[config.mk]
export PLATFORM = sky130hd
export DESIGN_NAME = sr_latch_driver
export DESIGN_NICKNAME = d
export VERILOG_FILES = /design/src/rtl/sr_latch_driver.sv
export SDC_FILE = /design/constraint.sdc
export NUM_CORES = 1
export LEC_CHECK = 0
export ABC_AREA = 1
export BUFFER_PORTS_ARGS = -buffer_cell sky130_fd_sc_hd__buf_2
export CORE_ASPECT_RATIO = 0.5
export CORE_MARGIN = 1.5
export CORE_UTILIZATION = 35
export DETAILED_ROUTE_END_ITERATION = 12
export SYNTH_ARGS = -nofsm -noshare
export SYNTH_HDL_FRONTEND = slang
export SYNTH_SLANG_ARGS = --single-unit
[constraint.sdc]
create_clock -name clk -period 1.3 [get_ports clk]
set_input_delay 0.13 -clock clk [delete_from_list [all_inputs] [get_ports clk]]
set_output_delay 0.13 -clock clk [all_outputs]
set_load 0.01 [all_outputs]
[src/rtl/sr_latch_driver.sv]
// sr_latch_driver: debounces two raw buttons into exclusive, fixed-width
// active-low set/reset pulses for a cross-coupled NAND SR latch.
module sr_latch_driver #(
  parameter int DB_CYCLES = 16,
  parameter int PULSE_W   = 2,
  parameter int GAP_W     = 1
) (
  input  logic clk,
  input  logic rstbar,
  input  logic set_btn,
  input  logic rst_btn,
  output logic sbar,
  output logic rbar,
  output logic busy
);
  localparam int CW   = $clog2(DB_CYCLES);
  localparam int TMAX = PULSE_W > GAP_W ? PULSE_W : GAP_W;
  localparam int TW   = TMAX > 1 ? $clog2(TMAX) : 1;
  typedef enum logic [1:0] {IDLE, SET_P, RST_P, GAP} state_t;
  state_t state, state_n;
  logic [1:0] cap, sync1, sync2, db, db_q, pend, press, clr;
  logic [CW-1:0] cnt [2];
  logic [TW-1:0] tcnt, tcnt_n;
  // bit 0 is the set channel, bit 1 the reset channel
  assign press = db & ~db_q;
  always_comb begin
    state_n = state;
    tcnt_n = tcnt + TW'(1);
    clr = '0;
    unique case (state)
      IDLE: begin
        tcnt_n = '0;
        state_n = pend[1] ? RST_P : pend[0] ? SET_P : IDLE;
        clr = pend[1] ? 2'b10 : {1'b0, pend[0]};
      end
      SET_P, RST_P: if (tcnt == TW'(PULSE_W - 1)) begin
        state_n = GAP;
        tcnt_n = '0;
      end
      GAP: if (tcnt == TW'(GAP_W - 1)) begin
        state_n = IDLE;
        tcnt_n = '0;
      end
      default: state_n = IDLE;
    endcase
  end
  // a press event on the same edge as its clear keeps the request pending
  always_ff @(posedge clk or negedge rstbar)
    if (!rstbar) begin
      cap <= '0;
      sync1 <= '0;
      sync2 <= '0;
      db <= '0;
      db_q <= '0;
      cnt <= '{default: '0};
      pend <= '0;
      state <= IDLE;
      tcnt <= '0;
      sbar <= 1'b1;
      rbar <= 1'b1;
      busy <= 1'b0;
    end else begin
      cap <= {rst_btn, set_btn};
      sync1 <= cap;
      sync2 <= sync1;
      db_q <= db;
      pend <= (pend & ~clr) | press;
      state <= state_n;
      tcnt <= tcnt_n;
      sbar <= state_n != SET_P;
      rbar <= state_n != RST_P;
      busy <= state_n != IDLE;
      for (int i = 0; i < 2; i++)
        if (sync2[i] == db[i]) cnt[i] <= '0;
        else if (cnt[i] == CW'(DB_CYCLES - 1)) begin
          db[i] <= sync2[i];
          cnt[i] <= '0;
        end else cnt[i] <= cnt[i] + CW'(1);
    end
endmodule

==> parameters.txt <==
Parameter                              Value

Run status
  Status    completed

CTS
  Resize count post-CTS    0
  Buffer cell driving the clock tree root    sky130_fd_sc_hd__clkbuf_8
  CTS tree    built
  Clock latency reported for the late side of the worst-skew pair    270 ps
  Number of buffers on the longest clock path    2
  H-tree depth reported by CTS    1
  Clock buffer count from CTS    3
  Num Clock Sinks    26
  Clock transition time at the flip-flop clock pins of the worst setup and hold paths    90 ps

STA
  Slew Limit Fails    0
  Number of hold violations in the final report    0
  RSZ-0062 raised after global routing    false
  Number of failing setup endpoints in the final timing report    0
  Period utilization    0.8629
  Min Clock Period, post-route    1122 ps
  Slew at the pin closest to its max-slew limit    570.3 ps
  Summed negative setup slack over all endpoints    0 ps
  Worst Clk Skew    3.127 ps
  Headroom to the max-slew limit    0.6198
  Maximum clock frequency    0.8915 GHz
  Hold Slack    353.5 ps

Setup path
  Setup CP Type    flip-flop to flip-flop
  CP endpoint    busy
  Nature of the critical path endpoint    flip-flop
  Reg2reg setup slack    180 ps
  Type of origin of the critical path    flip-flop
  RR Startpoint    state[1]
  Launch point of the worst path    state[1]
  Worst endpoint data arrival time    1280 ps
  Largest fanout on the critical path    5
  RR Endpoint    busy
  Worst path required time    1450 ps
  Number of cells traversed by the worst register-to-register path    6

Die
  Core region area    0.002700 sq mm
  # rows    13
  Effective utilization at floorplan    0.3814
  Area of the die    0.003296 sq mm
  Horizontal die dimension    79.71 um
  Boundary pin count    7
  Chip Height    41.36 um

Power
  Cell leakage power    0.6200 nW
  Areal power density over the cells    1225 mW/mm^2
  VDD IR-drop max    0.0005237 V

Routing
  Post-DR wirelength/cell    9.322 um
  First DRT Iteration DRCs    56
  Total vias in the final route    626
  Number of detailed-route iterations in the first pass    4
  Number of antenna-violating nets in the routed design    0
  Routed Wire Length    1389 um
  Vias/cell    4.201
  DRC violation count after routing    0

Global route
  Layer carrying the most global-route usage    met2
  Met3 Usage GRT    0.04565
  Total Routing Usage GR    0.1061
  Maximum number of pins on one net before global-route repair    27
  Initial antenna violation count    0
  Met1 Usage GRT    0.1243
  Vias in the first global route    617
  Met2 Track Usage GR    0.1886
  Global-route wire length before repair    2504 um
  Grt total ovfl    0

Placement
  Number of buffers added on ports    6
  DP Wirelength    1015 um
  Final GP Congestion    0.7539

Synth
  Count of mapped cells out of synthesis    99
  Register bit count reported by yosys    26
  Combined area of all synthesized cells    0.001030 sq mm
  Sequential cell area fraction in the yosys report    0.6343
  Number of warnings reported in the yosys synthesis log    0
  Post-synthesis area per instance    10.40 sq um
  Nets in the synthesized netlist    106
  Number of distinct library cells after synthesis    17

Cells and area
  Growth of design area from synthesis to finish    15.67%
  Layout net count    120
  Ratio of cells with drive above 1 in the final layout    0.2768
  Ant diodes    0
  FF+latch area    653.1 sq um
  Fill count    274
  Area of combinational cells with multiple inputs    312.8 sq um

Run
  Max-Cap Viols    0

Min path
  Hold Path Cell Cnt    0
  Hold crit path type    flip-flop to flip-flop
-- timing repair --
item,4_1_cts,5_1_grt
setup endpoints to repair,0,0
hold buffers,3,0
hold endpoints to repair,26,0
buffers inserted,0,0
-- how the worst min path moves through the flow --
stage,start,to,slack [ps]
2_1_floorplan,rstbar,busy,-170
3_3_place_gp,rstbar,cnt[0],170
3_5_place_dp,rstbar,cap[1],160
4_1_cts,sync1[1],sync2[1],360
5_1_grt,cap[1],sync1[1],360
6_report,sync1[1],sync2[1],350
-- layer usage --
metal | up-vias | part of all wire
met3 | 0 | 0.046
met1 | 289 | 0.49
met5 | - | 0
met2 | 9 | 0.47
met4 | 0 | 0
li1 | 328 | -
-- cell type report --
| cell class | count | share of cell area |
|---|---|---|
| Clock buffer | 4 | 0.04622 |
| Timing Repair Buffer | 9 | 0.05042 |
| Sequential cell | 26 | 0.5483 |
| Inverter | 17 | 0.05357 |
| Multi-Input combinational cell | 56 | 0.2626 |
| Tap cell | 37 | 0.03887 |
-- layout by cell type, fill, tap and decap left out, drive strengths merged, types with 2 or more instances in the layout --
master,synthesis,routed
dlygate4sd3,0,3
nand2,27,27
nand3,8,8
ha,3,3
dfrtp,24,24
nor2,11,11
buf,0,6
clkbuf,0,4
o21ai,4,4
nor3,2,2
dfstp,2,2
inv,17,17
-- registers in the layout, summed over array words and instances (netlist names) --
| name | cells |
|---|---|
| state | 2 |
| rbar | 1 |
| sbar | 1 |
| sync2 | 2 |
| cnt | 8 |
| pend | 2 |
| busy | 1 |
| db_q | 2 |
| sync1 | 2 |
| tcnt | 1 |
| db | 2 |
| cap | 2 |
-- worst max-delay path, stage by stage, from the launching register on --
cell and delay [ps]:
sky130_fd_sc_hd__dfrtp_1 390, sky130_fd_sc_hd__inv_2 60, sky130_fd_sc_hd__ha_1 180, sky130_fd_sc_hd__inv_2 110
sky130_fd_sc_hd__nand3_1 110, sky130_fd_sc_hd__nand2_2 90, sky130_fd_sc_hd__nand3_1 70
-- report_power, final --
group          switching (mW)  internal [mW]
logic                  0.0561         0.0349
registers              0.0186          0.839
clock network           0.240          0.270
total                   0.315           1.14
-- Yosys cell counts --
| master | number | share of area |
|---|---|---|
| sky130_fd_sc_hd__ha_1 | 3 | 0.036 |
| sky130_fd_sc_hd__dfrtp_1 | 24 | 0.58 |
| sky130_fd_sc_hd__inv_1 | 11 | 0.040 |
| sky130_fd_sc_hd__nand2_2 | 5 | 0.030 |
| sky130_fd_sc_hd__nor2_1 | 10 | 0.036 |
| sky130_fd_sc_hd__nand3_2 | 3 | 0.029 |
| sky130_fd_sc_hd__nand4_1 | 1 | 0.0061 |
| sky130_fd_sc_hd__o21ai_1 | 1 | 0.0049 |
| sky130_fd_sc_hd__dfstp_2 | 2 | 0.051 |
| sky130_fd_sc_hd__o21ai_0 | 2 | 0.0097 |
| sky130_fd_sc_hd__inv_2 | 6 | 0.022 |
| sky130_fd_sc_hd__nand2_1 | 21 | 0.077 |
| sky130_fd_sc_hd__nor3_2 | 2 | 0.019 |
| sky130_fd_sc_hd__nor2_4 | 1 | 0.011 |
| sky130_fd_sc_hd__o21ai_2 | 1 | 0.0085 |
| sky130_fd_sc_hd__nand2_4 | 1 | 0.011 |
| sky130_fd_sc_hd__nand3_1 | 5 | 0.024 |
-- through the flow --
step | power [mW] | area (sq um) | utilization | std cells | setup slack (ps)
finish | 1.459 | 1191 | 0.4411 | 149 | 178.3
global route | 1.545 | 1191 | 0.4411 | 149 | 88.82
CTS | 1.488 | 1191 | 0.4411 | 149 | 162.0
detailed placement | 0.9607 | 1106 | 0.4096 | 142 | 176.0
global placement | 0.9566 | 1106 | 0.4096 | 142 | 235.9
floorplan | 0.9239 | 1030 | - | 99 | 270.5
-- logic make-up after synthesis --
kind of cell | count (synthesis) | synth area share
flops | 26 | 0.6343
compound gates | 4 | 0.02308
fa+ha+maj | 3 | 0.03646
simple gates | 49 | 0.2442
buf+inv | 17 | 0.06197
Note: power is estimated with default switching activity, not from simulation.
